`src/rtl/rpn_stack_ctrl.sv`:
```
// rpn_stack_ctrl: RPN sequencer pushing operands onto a small stack and
// folding the top two entries through an external combinational ALU.
module rpn_stack_ctrl #(
    parameter int C_WIDTH = 16,
    parameter int C_DEPTH = 4,
    localparam int C_SP_W = $clog2(C_DEPTH + 1)
) (
    input  logic               clk,
    input  logic               rst_n,
    input  logic               push,
    input  logic               exec,
    input  logic               clear,
    input  logic [C_WIDTH-1:0] value,
    input  logic [1:0]         opcode,
    output logic [C_WIDTH-1:0] alu_a,
    output logic [C_WIDTH-1:0] alu_b,
    output logic [1:0]         alu_op,
    input  logic [C_WIDTH-1:0] alu_result,
    input  logic [3:0]         alu_status,
    output logic [C_WIDTH-1:0] display,
    output logic [3:0]         flags,
    output logic [C_SP_W-1:0]  depth,
    output logic               busy,
    output logic               error
);
    localparam int IDX_W = $clog2(C_DEPTH);
    localparam logic [C_SP_W-1:0] SP_MAX = C_SP_W'(C_DEPTH);
    localparam logic [4*C_WIDTH-1:0] ERR_FULL = {C_WIDTH{4'hE}};
    localparam logic [C_WIDTH-1:0] ERR_PAT = ERR_FULL[C_WIDTH-1:0];

    typedef enum logic [1:0] {ST_IDLE, ST_EXEC, ST_ERROR} state_t;

    state_t state, state_nx;
    logic [C_SP_W-1:0] sp;
    logic [C_WIDTH-1:0] stack [C_DEPTH];
    logic [IDX_W-1:0] top_i, sec_i, sp_i;
    logic can_pop, full;

    assign top_i = IDX_W'(sp - C_SP_W'(1));
    assign sec_i = IDX_W'(sp - C_SP_W'(2));
    assign sp_i = IDX_W'(sp);
    assign can_pop = sp >= C_SP_W'(2);
    assign full = sp == SP_MAX;

    always_ff @(posedge clk) begin
        if (!rst_n) state <= ST_IDLE;
        else state <= state_nx;
    end

    // exec outranks push, so a coincident push is simply dropped
    always_comb begin
        state_nx = state;
        if (clear) state_nx = ST_IDLE;
        else if (state == ST_IDLE) begin
            if (exec) state_nx = can_pop ? ST_EXEC : ST_ERROR;
            else if (push) state_nx = full ? ST_ERROR : ST_IDLE;
        end
        else if (state == ST_EXEC) state_nx = ST_IDLE;
    end

    always_ff @(posedge clk) begin
        if (!rst_n) begin
            sp <= '0;
            flags <= '0;
            alu_a <= '0;
            alu_b <= '0;
            alu_op <= '0;
            for (int i = 0; i < C_DEPTH; i++) stack[i] <= '0;
        end
        else if (clear) begin
            sp <= '0;
            flags <= '0;
        end
        else if (state == ST_IDLE) begin
            if (exec) begin
                if (can_pop) begin
                    alu_a <= stack[sec_i];
                    alu_b <= stack[top_i];
                    alu_op <= opcode;
                end
            end
            else if (push && !full) begin
                stack[sp_i] <= value;
                sp <= sp + C_SP_W'(1);
            end
        end
        else if (state == ST_EXEC) begin
            stack[sec_i] <= alu_result;
            sp <= sp - C_SP_W'(1);
            flags <= alu_status;
        end
    end

    always_comb begin
        display = state == ST_ERROR ? ERR_PAT : sp == '0 ? value : stack[top_i];
        busy = state == ST_EXEC;
        error = state == ST_ERROR;
        depth = sp;
    end
endmodule

```
`config.mk`:
```
export PLATFORM = sky130hd
export DESIGN_NAME = rpn_stack_ctrl
export DESIGN_NICKNAME = d
export VERILOG_FILES = /design/src/rtl/rpn_stack_ctrl.sv
export SDC_FILE = /design/constraint.sdc
export NUM_CORES = 1
export LEC_CHECK = 0
export ABC_CLOCK_PERIOD_IN_PS = 7100
export CAP_MARGIN = 20
export CELL_PAD_IN_SITES_DETAIL_PLACEMENT = 1
export CELL_PAD_IN_SITES_GLOBAL_PLACEMENT = 2
export CORE_UTILIZATION = 36
export CTS_CLUSTER_DIAMETER = 50
export DETAILED_ROUTE_END_ITERATION = 10
export PLACE_DENSITY_LB_ADDON = 0.1
export SYNTH_ARGS = -nofsm -noshare
export SYNTH_HDL_FRONTEND = slang
export SYNTH_SLANG_ARGS = --single-unit
```
`constraint.sdc`:
```
create_clock -name clk -period 7.1 [get_ports clk]
set_input_delay 0.71 -clock clk [delete_from_list [all_inputs] [get_ports clk]]
set_output_delay 0.71 -clock clk [all_outputs]
set_load 0.02 [all_outputs]
```
==> results.json <==
{
  "status": "completed",
  "min_period_over_period_pct": 62.8,
  "wl_per_cell_um": 20.5,
  "crit_slowest_cell": "ha_1",
  "p_leak_nw": 2.34,
  "crit_buf_inv": 3,
  "total_power_mw": 1.34,
  "fp.dieH_um": 127,
  "relSlewSlack_pct": 27.5,
  "cts_buffers": 9,
  "hold_violations": 0,
  "cp_cell_sequence": "buf_4 > inv_1 > ha_1 > mux4_2 > nand2_1 > nand3_1 > clkdlybuf4s50_1",
  "intPower_mw": 1.03,
  "arrival_ps": 3750,
  "hold_ws_ps": 465,
  "diodes": 0,
  "final_common_cell": "nand2_1",
  "first_global_vias": 4455,
  "yosysSeqAreaShare_pct": 49.1,
  "stdcell_count": 823,
  "yosys_most_used_dff": "edfxtp_1",
  "ant_nets": 0,
  "drt_iter0_drc": 199,
  "io_buffers": 101,
  "area.growth.synth_to_final_pct": 26.0,
  "dp_slack_ps": 2800,
  "cts_tree": "built",
  "skew_ps": 9.68,
  "path_clk_slew_ps": 70,
  "ys_ff_latch": 107,
  "via_per_inst": 5.48,
  "wl_um": 16900,
  "tns_ps": 0,
  "rsz0062_at_grt": "no",
  "max_clock_freq_mhz": 224,
  "finalSetupViolCount": 0,
  "insertion_delay_ps": 350,
  "path_max_fanout": 48,
  "nNetsFinal": 653,
  "setup_ws_ps": 2640,
  "post_cts_buffers": 0,
  "hold_class": "reg -> reg",
  "worstMarginPinSlew_ps": 1090,
  "min-delay-start": "alu_b[14]",
  "fill_cells": 1691,
  "finalMaxSlewViolations": 0,
  "die_w_um": 127,
  "coreArea_um2": 15300,
  "power.density_nw_per_um2": 188,
  "maxCapViolCount": 0,
  "startpoint": "depth[0]",
  "grt_antenna_before_repair": 0,
  "initial_utilization_pct": 37.1,
  "clkPwrFrac_pct": 37.9,
  "place.gp.congestion": 0.758,
  "synth_nets": 578,
  "dp.cells": 806,
  "timing.rr.start": "depth[0]",
  "grt_max_degree": 52,
  "ys_warn_count": 0,
  "ys_types": 42,
  "irDropWorstVdd_mv": 0.120,
  "grtUsageTotal_pct": 21.7,
  "htreeDepth": 3,
  "drive_gt1_share_pct": 12.7,
  "final_cell_mix": "nand2_1, clkdlybuf4s50_1, edfxtp_1",
  "synth_cells": 532,
  "dr.pass1.iters": 4,
  "required_ps": 6390,
  "syn_area_um2": 5670,
  "cts_sinks": 107,
  "min_period_ps": 4460,
  "dieArea_um2": 16200,
  "start_kind": "register",
  "crit_family": "buffers and inverters",
  "post-dp-hpwl_um": 11400,
  "max_stage_delay_ps": 920,
  "critical_path_class": "reg -> out",
  "grt_first_pass_wirelength_um": 26000,
  "drc": 0,
  "cts_root_buf": "clkbuf_16",
  "vias": 4509,
  "p_sw_share_pct": 23.5,
  "io_pins": 102,
  "endpoint_kind": "output pin",
  "cts_buffer_depth": 2,
  "cts_resized": 0,
  "power_frac_comb_pct": 11.2,
  "synth-edff-count": 64,
  "rows": 45,
  "synth.avg_cell_area_um2": 10.7,
  "grt_overflow": 0,
  "async_flop_share_pct": 0,
  "p_switching_uw": 316,
  "postCtsHoldBufs": 0,
  "pwr-share-seq_pct": 50.9
}
[power groups by stage]
stage / clock (mW) / combinational [mW] / sequential, mW
2_1_floorplan: 0 / 0.0797 / 0.693
3_3_place_gp: 0 / 0.148 / 0.695
3_5_place_dp: 0 / 0.150 / 0.697
4_1_cts: 0.518 / 0.151 / 0.682
5_1_grt: 0.541 / 0.161 / 0.684
6_report: 0.509 / 0.150 / 0.682
[worst paths after layout]
| kind | cells past startpoint | to | slack (ps) |
|---|---|---|---|
| worst min register to register | 2 | alu_b[14] | 460 |
| worst max-delay path | 7 | display[15] | 2640 |
| worst max register to register | 8 | stack[0][5] | 3300 |
| worst min-delay path | 2 | alu_b[14] | 460 |
[sequential cells by signal, indices dropped and copies added, names as in the netlist]
| register | flops |
|---|---|
| alu_a | 16 |
| alu_b | 16 |
| alu_op | 2 |
| depth | 3 |
| flags | 4 |
| stack | 64 |
| state | 2 |
[logic make-up (layout without fill, tap and decap cells)]
| family | after synthesis | count (layout) | share of synthesized area (%) |
|---|---|---|---|
| multiplexers | 36 | 36 | 13.4 |
| AO/OA/AOI/OAI | 124 | 124 | 14.0 |
| adder cells (fa/ha/maj) | 3 | 3 | 0.662 |
| AND/OR/NAND/NOR | 210 | 210 | 18.5 |
| buffers and inverters | 52 | 132 | 4.37 |
| flip-flops | 107 | 107 | 49.1 |
[synth_stat cells, types with 6 or more instances]
cell type  instances  area [um2]
a21boi_0          34         255
clkbuf_1          29         109
nand3_1           12        60.1
o21ai_0           10        50.1
nor2_1            20        75.1
mux4_2            32         721
edfxtp_1          64        1920
a21oi_1           29         145
buf_2              9        45.0
nor2b_1           15        93.8
a22o_1             7        61.3
a21o_1             6        45.0
nand2_1          111         417
o21ai_1           28         140
dfxtp_1           43         861
nand4_1           28         175
[metrics by stage]
stage	instance area [um2]	util, %
after floorplan	5670	-
after global placement	6810	44.6
after detailed placement	6810	44.6
after CTS	7110	46.6
after global routing	7140	46.8
final	7140	46.8
[worst reg2reg max path: stages, from the launching register on]
cell,delay (ps)
dfxtp_2,310
buf_4,600
inv_1,160
ha_1,280
and2_1,340
nor3_4,230
buf_4,480
a21oi_1,160
o21ai_2,860
[routing by layer]
metal  wire [um]  share of wire, %  global-route usage [%]  vias to the layer above
li1            -                 -                       -                     2116
met1        7480                44                    29.4                     2229
met2        8020                47                    35.3                      147
met3        1170               6.9                    2.72                       17
met4         242               1.4                    8.40                        0
met5           0                 0                       0                        -
[area by class of cell]
cell class	count	area [um2]	area share, %
Clock inverter	3	18.8	0.263
Inverter	5	18.8	0.263
Tap cell	211	264	3.70
Timing Repair Buffer	111	1110	15.5
Sequential cell	107	2780	39.0
Clock buffer	13	283	3.96
Multi-Input combinational cell	373	2670	37.3
Power figures use the tool's default switching activity.
